**config.mk**
```make
export PLATFORM = sky130hd
export DESIGN_NAME = charset_fetch
export DESIGN_NICKNAME = d
export VERILOG_FILES = /design/src/rtl/charset_fetch.sv
export SDC_FILE = /design/constraint.sdc
export NUM_CORES = 1
export LEC_CHECK = 0
export ABC_CLOCK_PERIOD_IN_PS = 3600
export CAP_MARGIN = 30
export CORE_MARGIN = 2
export CORE_UTILIZATION = 45
export DETAILED_ROUTE_END_ITERATION = 12
export PLACE_DENSITY = 0.78
export SLEW_MARGIN = 10
export SYNTH_ARGS = -nofsm -noshare
export SYNTH_HDL_FRONTEND = slang
export SYNTH_SLANG_ARGS = --single-unit
export TNS_END_PERCENT = 30
```
**constraint.sdc**
```tcl
create_clock -name clock -period 3.6 [get_ports clock]
set_input_delay 0.54 -clock clock [delete_from_list [all_inputs] [get_ports clock]]
set_output_delay 0.54 -clock clock [all_outputs]
set_load 0.05 [all_outputs]
```
**src/rtl/charset_fetch.sv**
```systemverilog
// charset_fetch: character ROM sequencer. Video pattern fetches have top priority; aux readback uses idle slots; drives the pixel shifter.
// Latency: video pattern reaches pend two clocks after vid_req; aux_ack rises two clocks after an aux read is issued.
// Backpressure: video never stalls; aux waits for a slot with no vid_req and an idle aux FSM (continuous video starves aux).
module charset_fetch #(
    parameter int AW = 13,
    parameter int DW = 8
) (
    input  logic          clock,
    input  logic          reset,
    input  logic          ce,
    input  logic          vid_req,
    input  logic [7:0]    vid_code,
    input  logic [2:0]    vid_row,
    input  logic [1:0]    vid_bank,
    input  logic          vid_inv,
    input  logic          vid_load,
    output logic          pixel,
    output logic          underrun,
    input  logic          aux_req,
    input  logic [AW-1:0] aux_addr,
    output logic          aux_ack,
    output logic [DW-1:0] aux_data,
    output logic [AW-1:0] rom_addr,
    input  logic [DW-1:0] rom_q
);

    // Owner of the ROM slot that is currently in flight.
    typedef enum logic [1:0] {
        TAG_NONE = 2'd0,
        TAG_VID  = 2'd1,
        TAG_AUX  = 2'd2
    } tag_t;

    // Aux read port handshake state.
    typedef enum logic [1:0] {
        A_IDLE = 2'd0,
        A_WAIT = 2'd1,
        A_ACK  = 2'd2
    } aux_state_t;

    aux_state_t    aux_state;
    aux_state_t    aux_state_nxt;

    // tag1: slot whose address is on rom_addr now; tag2: slot whose data is on rom_q now.
    tag_t          tag1;
    tag_t          tag2;
    logic          inv1;
    logic          inv2;

    logic [DW-1:0] pend;
    logic          pend_valid;
    logic [DW-1:0] sr;

    logic [AW-1:0] vid_addr;
    logic          aux_issue;
    logic          vid_capture;
    logic          aux_capture;
    logic          load_now;
    logic [DW-1:0] vid_pattern;

    assign vid_addr    = AW'({vid_bank, vid_code, vid_row});
    assign pixel       = sr[DW-1];

    // Slot arbitration and pipeline decode; video always wins the issue slot.
    always_comb begin
        aux_issue   = 1'b0;
        vid_capture = 1'b0;
        aux_capture = 1'b0;
        load_now    = 1'b0;
        vid_pattern = '0;
        aux_issue   = !vid_req && (aux_state == A_IDLE) && aux_req;
        vid_capture = (tag2 == TAG_VID);
        aux_capture = (tag2 == TAG_AUX);
        load_now    = ce && vid_load;
        vid_pattern = rom_q ^ {DW{inv2}};
    end

    // Aux FSM next state: the ack cycle is a dead cycle so a held request re-arms one clock later.
    always_comb begin
        aux_state_nxt = aux_state;
        case (aux_state)
            A_IDLE:  if (aux_issue)   aux_state_nxt = A_WAIT;
            A_WAIT:  if (aux_capture) aux_state_nxt = A_ACK;
            A_ACK:   aux_state_nxt = A_IDLE;
            default: aux_state_nxt = A_IDLE;
        endcase
    end

    // Aux FSM state register.
    always_ff @(posedge clock or posedge reset) begin
        if (reset) begin
            aux_state <= A_IDLE;
        end else begin
            aux_state <= aux_state_nxt;
        end
    end

    // Issue stage: load the ROM address for the winner of this slot and tag it.
    always_ff @(posedge clock or posedge reset) begin
        if (reset) begin
            rom_addr <= '0;
            tag1     <= TAG_NONE;
            inv1     <= 1'b0;
        end else if (vid_req) begin
            rom_addr <= vid_addr;
            tag1     <= TAG_VID;
            inv1     <= vid_inv;
        end else if (aux_issue) begin
            rom_addr <= aux_addr;
            tag1     <= TAG_AUX;
            inv1     <= 1'b0;
        end else begin
            tag1     <= TAG_NONE;
            inv1     <= 1'b0;
        end
    end

    // Follow the ROM's one-clock read latency so the tag lines up with rom_q.
    always_ff @(posedge clock or posedge reset) begin
        if (reset) begin
            tag2 <= TAG_NONE;
            inv2 <= 1'b0;
        end else begin
            tag2 <= tag1;
            inv2 <= inv1;
        end
    end

    // Aux result capture; aux_ack pulses for exactly the cycle after the data lands.
    always_ff @(posedge clock or posedge reset) begin
        if (reset) begin
            aux_ack  <= 1'b0;
            aux_data <= '0;
        end else begin
            aux_ack <= aux_capture;
            if (aux_capture) begin
                aux_data <= rom_q;
            end
        end
    end

    // Pending video pattern; a newer capture silently replaces an unconsumed one,
    // and a capture coinciding with a load bypasses straight to the shifter.
    always_ff @(posedge clock or posedge reset) begin
        if (reset) begin
            pend       <= '0;
            pend_valid <= 1'b0;
        end else begin
            if (vid_capture) begin
                pend <= vid_pattern;
            end
            if (load_now) begin
                pend_valid <= 1'b0;
            end else if (vid_capture) begin
                pend_valid <= 1'b1;
            end
        end
    end

    // Pixel shifter: load on ce+vid_load (bypass, pending, or zero on underrun), else shift left on ce.
    always_ff @(posedge clock or posedge reset) begin
        if (reset) begin
            sr <= '0;
        end else if (ce) begin
            if (vid_load) begin
                if (vid_capture) begin
                    sr <= vid_pattern;
                end else if (pend_valid) begin
                    sr <= pend;
                end else begin
                    sr <= '0;
                end
            end else begin
                sr <= {sr[DW-2:0], 1'b0};
            end
        end
    end

    // Sticky underrun: a load found neither a pending nor a bypassing pattern.
    always_ff @(posedge clock or posedge reset) begin
        if (reset) begin
            underrun <= 1'b0;
        end else if (load_now && !vid_capture && !pend_valid) begin
            underrun <= 1'b1;
        end
    end

endmodule

```
==> qor.yml <==
synth:
  yosys_most_used_dff: "dfrtp_1"
  netlist_area_um2: 2120
  synth.ff_latch_count: 48
  post_synth_most_frequent_cells: "49 x nand2_1, 48 x dfrtp_1, 19 x mux2_2"
  yosys.cell_count.top_type: "nand2_1"
  synth.largest_area_cell: "dfrtp_1"
  yosysWarningCount: 0
  postSynthAreaPerCell_um2: 11.1
  synth-edff-count: 0
  synth_seq_area_share: 0.565
  synth_cell_type_count: 23
  synthesis.nets: 232
  synthCells: 191
  netlist_top_cells_area: "dfrtp_1 57%, mux2_2 10%, nand2_1 8.7%, mux2_4 4.9%, xor2_1 3.3%"
  synth_async_sr_flop_share: 1.00
  yosys.area.top_type_share: 0.565
global_route:
  grt_use_met1: 0.201
  gr-max-usage-layer: "met2"
  first_global_vias: 1578
  grt_util_met3: 0.0746
  grt_use_total: 0.174
  met2_usage: 0.287
  grt.overflow.total: 0
  grt_first_pass_wirelength_mm: 7.02
  maximum_number_of_pins_on_one_net_before_global_route_repair: 28
  number_of_antenna_violations_at_the_first_check_in_global_routing: 0
critical_path:
  critical_path.endpoint_type: "output port"
  crit_path_max_fanout: 2
  cp_cell_sequence: "clkdlybuf4s50_1"
  worst-setup-path-type: "register to output port"
  critical_path.max_stage_delay_ps: 810
  arrival_ps: 1480
  cp_num_buf_inv: 1
  nature_of_the_critical_path_startpoint: "register"
  critical_path_required_ps: 3060
  critical_path.slowest_cell: "clkdlybuf4s50_1"
  cp_top_family: "buffers and inverters"
floorplan:
  floorplan.io_pins: 65
  floorplan.die.height_um: 72.7
  die_w_um: 72.7
  floorplan.initialDensity: 0.478
  core_region_area_um2: 4440
  floorplan.die_area_um2: 5290
  std_cell_rows: 24
timing:
  fin_worst_hold_slack_ps: 352
  worst-slew-pin-transition_ps: 682
  finalHoldViolations: 0
  final_max_slew_viol_count: 0
  maxClockFrequency_mhz: 495
  fin_tns_setup_ps: 0
  setup-violations-final: 0
  grt_setup_unrepaired: "false"
  fin_worst_skew_ps: 5.55
  slew-limit-headroom: 0.545
  final.min_clock_period_ps: 2020
  period_share: 0.561
place:
  buffer_ports.inserted: 64
  dp_cell_count: 297
  gpl.final_weighted_congestion: 0.738
  dpl.hpwl_mm: 3.01
drt:
  post-route-drc-count: 0
  final_wirelength_mm: 4.18
  drt_iter0_drc: 65
  antenna_violation_net_count_after_detailed_routing: 0
  via_per_inst: 5.15
  number_of_detailed_route_iterations_in_the_first_pass: 4
  route.detailed.wl_per_inst_um: 13.7
  vias: 1565
cts:
  htreeDepth: 2
  cts-resized-gates: 0
  clock_tree.root_cell: "clkbuf_8"
  number_of_hold_buffers_added_after_cts: 0
  cts.sink_count: 48
  clk-insertion-delay-late_ps: 290
  clock_tree_from_tritoncts: "built"
  number_of_post_cts_setup_repair_buffers: 0
  cts-buffers-inserted: 5
  cts-root-to-sink-buffers: 2
  cts.reportedPaths.clkPinSlew_ps: 80
final_layout:
  final_layout_size_suffix_gt1_frac: 0.147
  layoutNonFillerInstCount: 304
  synth_to_final_area_change_pct: 35.5
  nets: 293
  antenna_cells_inserted: 0
worst_hold_path:
  hold_path_class: "register to register"
power:
  power_consumption_mw: 1.23
  ir_worst_vdd_mv: 0.193
  cellLeakagePower_nw: 1.27
  power_per_cell_area_nw_per_um2: 428
job:
  drv_cap: 0
run_status:
  run_status: "finished, final reports clean"
[stage by stage]
stage                     utilization  instance area, um^2  worst slack (ps)
final                           0.648                 2880              1580
after detailed placement        0.626                 2780              1340
after global placement          0.622                 2760              1350
after global routing            0.648                 2880              1540
after floorplan                     -                 2120              1920
after CTS                       0.648                 2880              1570
[power by group]
part	switching (mW)	total [mW]	leakage, nW	internal [mW]
combinational	0.149	0.281	0.673	0.131
clock	0.168	0.340	0.0503	0.171
sequential	0.0272	0.613	0.545	0.586
total	0.345	1.23	1.27	0.888
[kinds of logic after synthesis]
logic type      synth area share
compound gates            0.0518
xor+xnor                  0.0330
buf+inv                   0.0389
flops                      0.565
mux                        0.150
simple gates               0.161
[sequential cells by signal (all words and copies together) (netlist names)]
name	count
underrun	1
inv1	1
aux_ack	1
aux_state	2
rom_addr	13
sr	8
aux_data	8
inv2	1
pend	8
tag2	2
tag1	2
pend_valid	1
[per-layer routing]
layer | part of all wire | up-vias
met3 | 0.090 | 6
li1 | - | 757
met1 | 0.41 | 743
met2 | 0.48 | 59
met4 | 0.016 | 0
met5 | 0 | -
[area by class of cell]
class,instances,area (um^2)
inverter,2,7.51
tap,52,65.1
sequential,48,1200
clock buffer,7,96.3
multi-input combinational,129,841
timing repair buffer,66,668
fill,369,1570
[cells in the final DEF (no fill, tap or decap), types with 2 or more instances in the layout]
cell / count
clkdlybuf4s50_1: 64
nand2_1: 49
dfrtp_1: 48
mux2_2: 19
nand2b_1: 11
nand3_1: 9
xor2_1: 8
o22ai_1: 8
a31oi_1: 7
mux2_4: 7
clkbuf_8: 7
nor2_1: 5
and2_1: 2
[final timing paths]
kind / startpoint / end / slack [ps] / cells past startpoint
min: tag1[1] / tag2[1] / 350 / 0
min reg2reg: tag1[1] / tag2[1] / 350 / 0
max reg2reg: tag2[0] / aux_data[1] / 2080 / 4
min in group asynchronous: reset / pend[3] / 580 / 2
max in group asynchronous: reset / aux_state[1] / 2510 / 3
max: aux_data[2] / aux_data[2] / 1580 / 1
No activity file was read; power rests on OpenSTA's default activity.
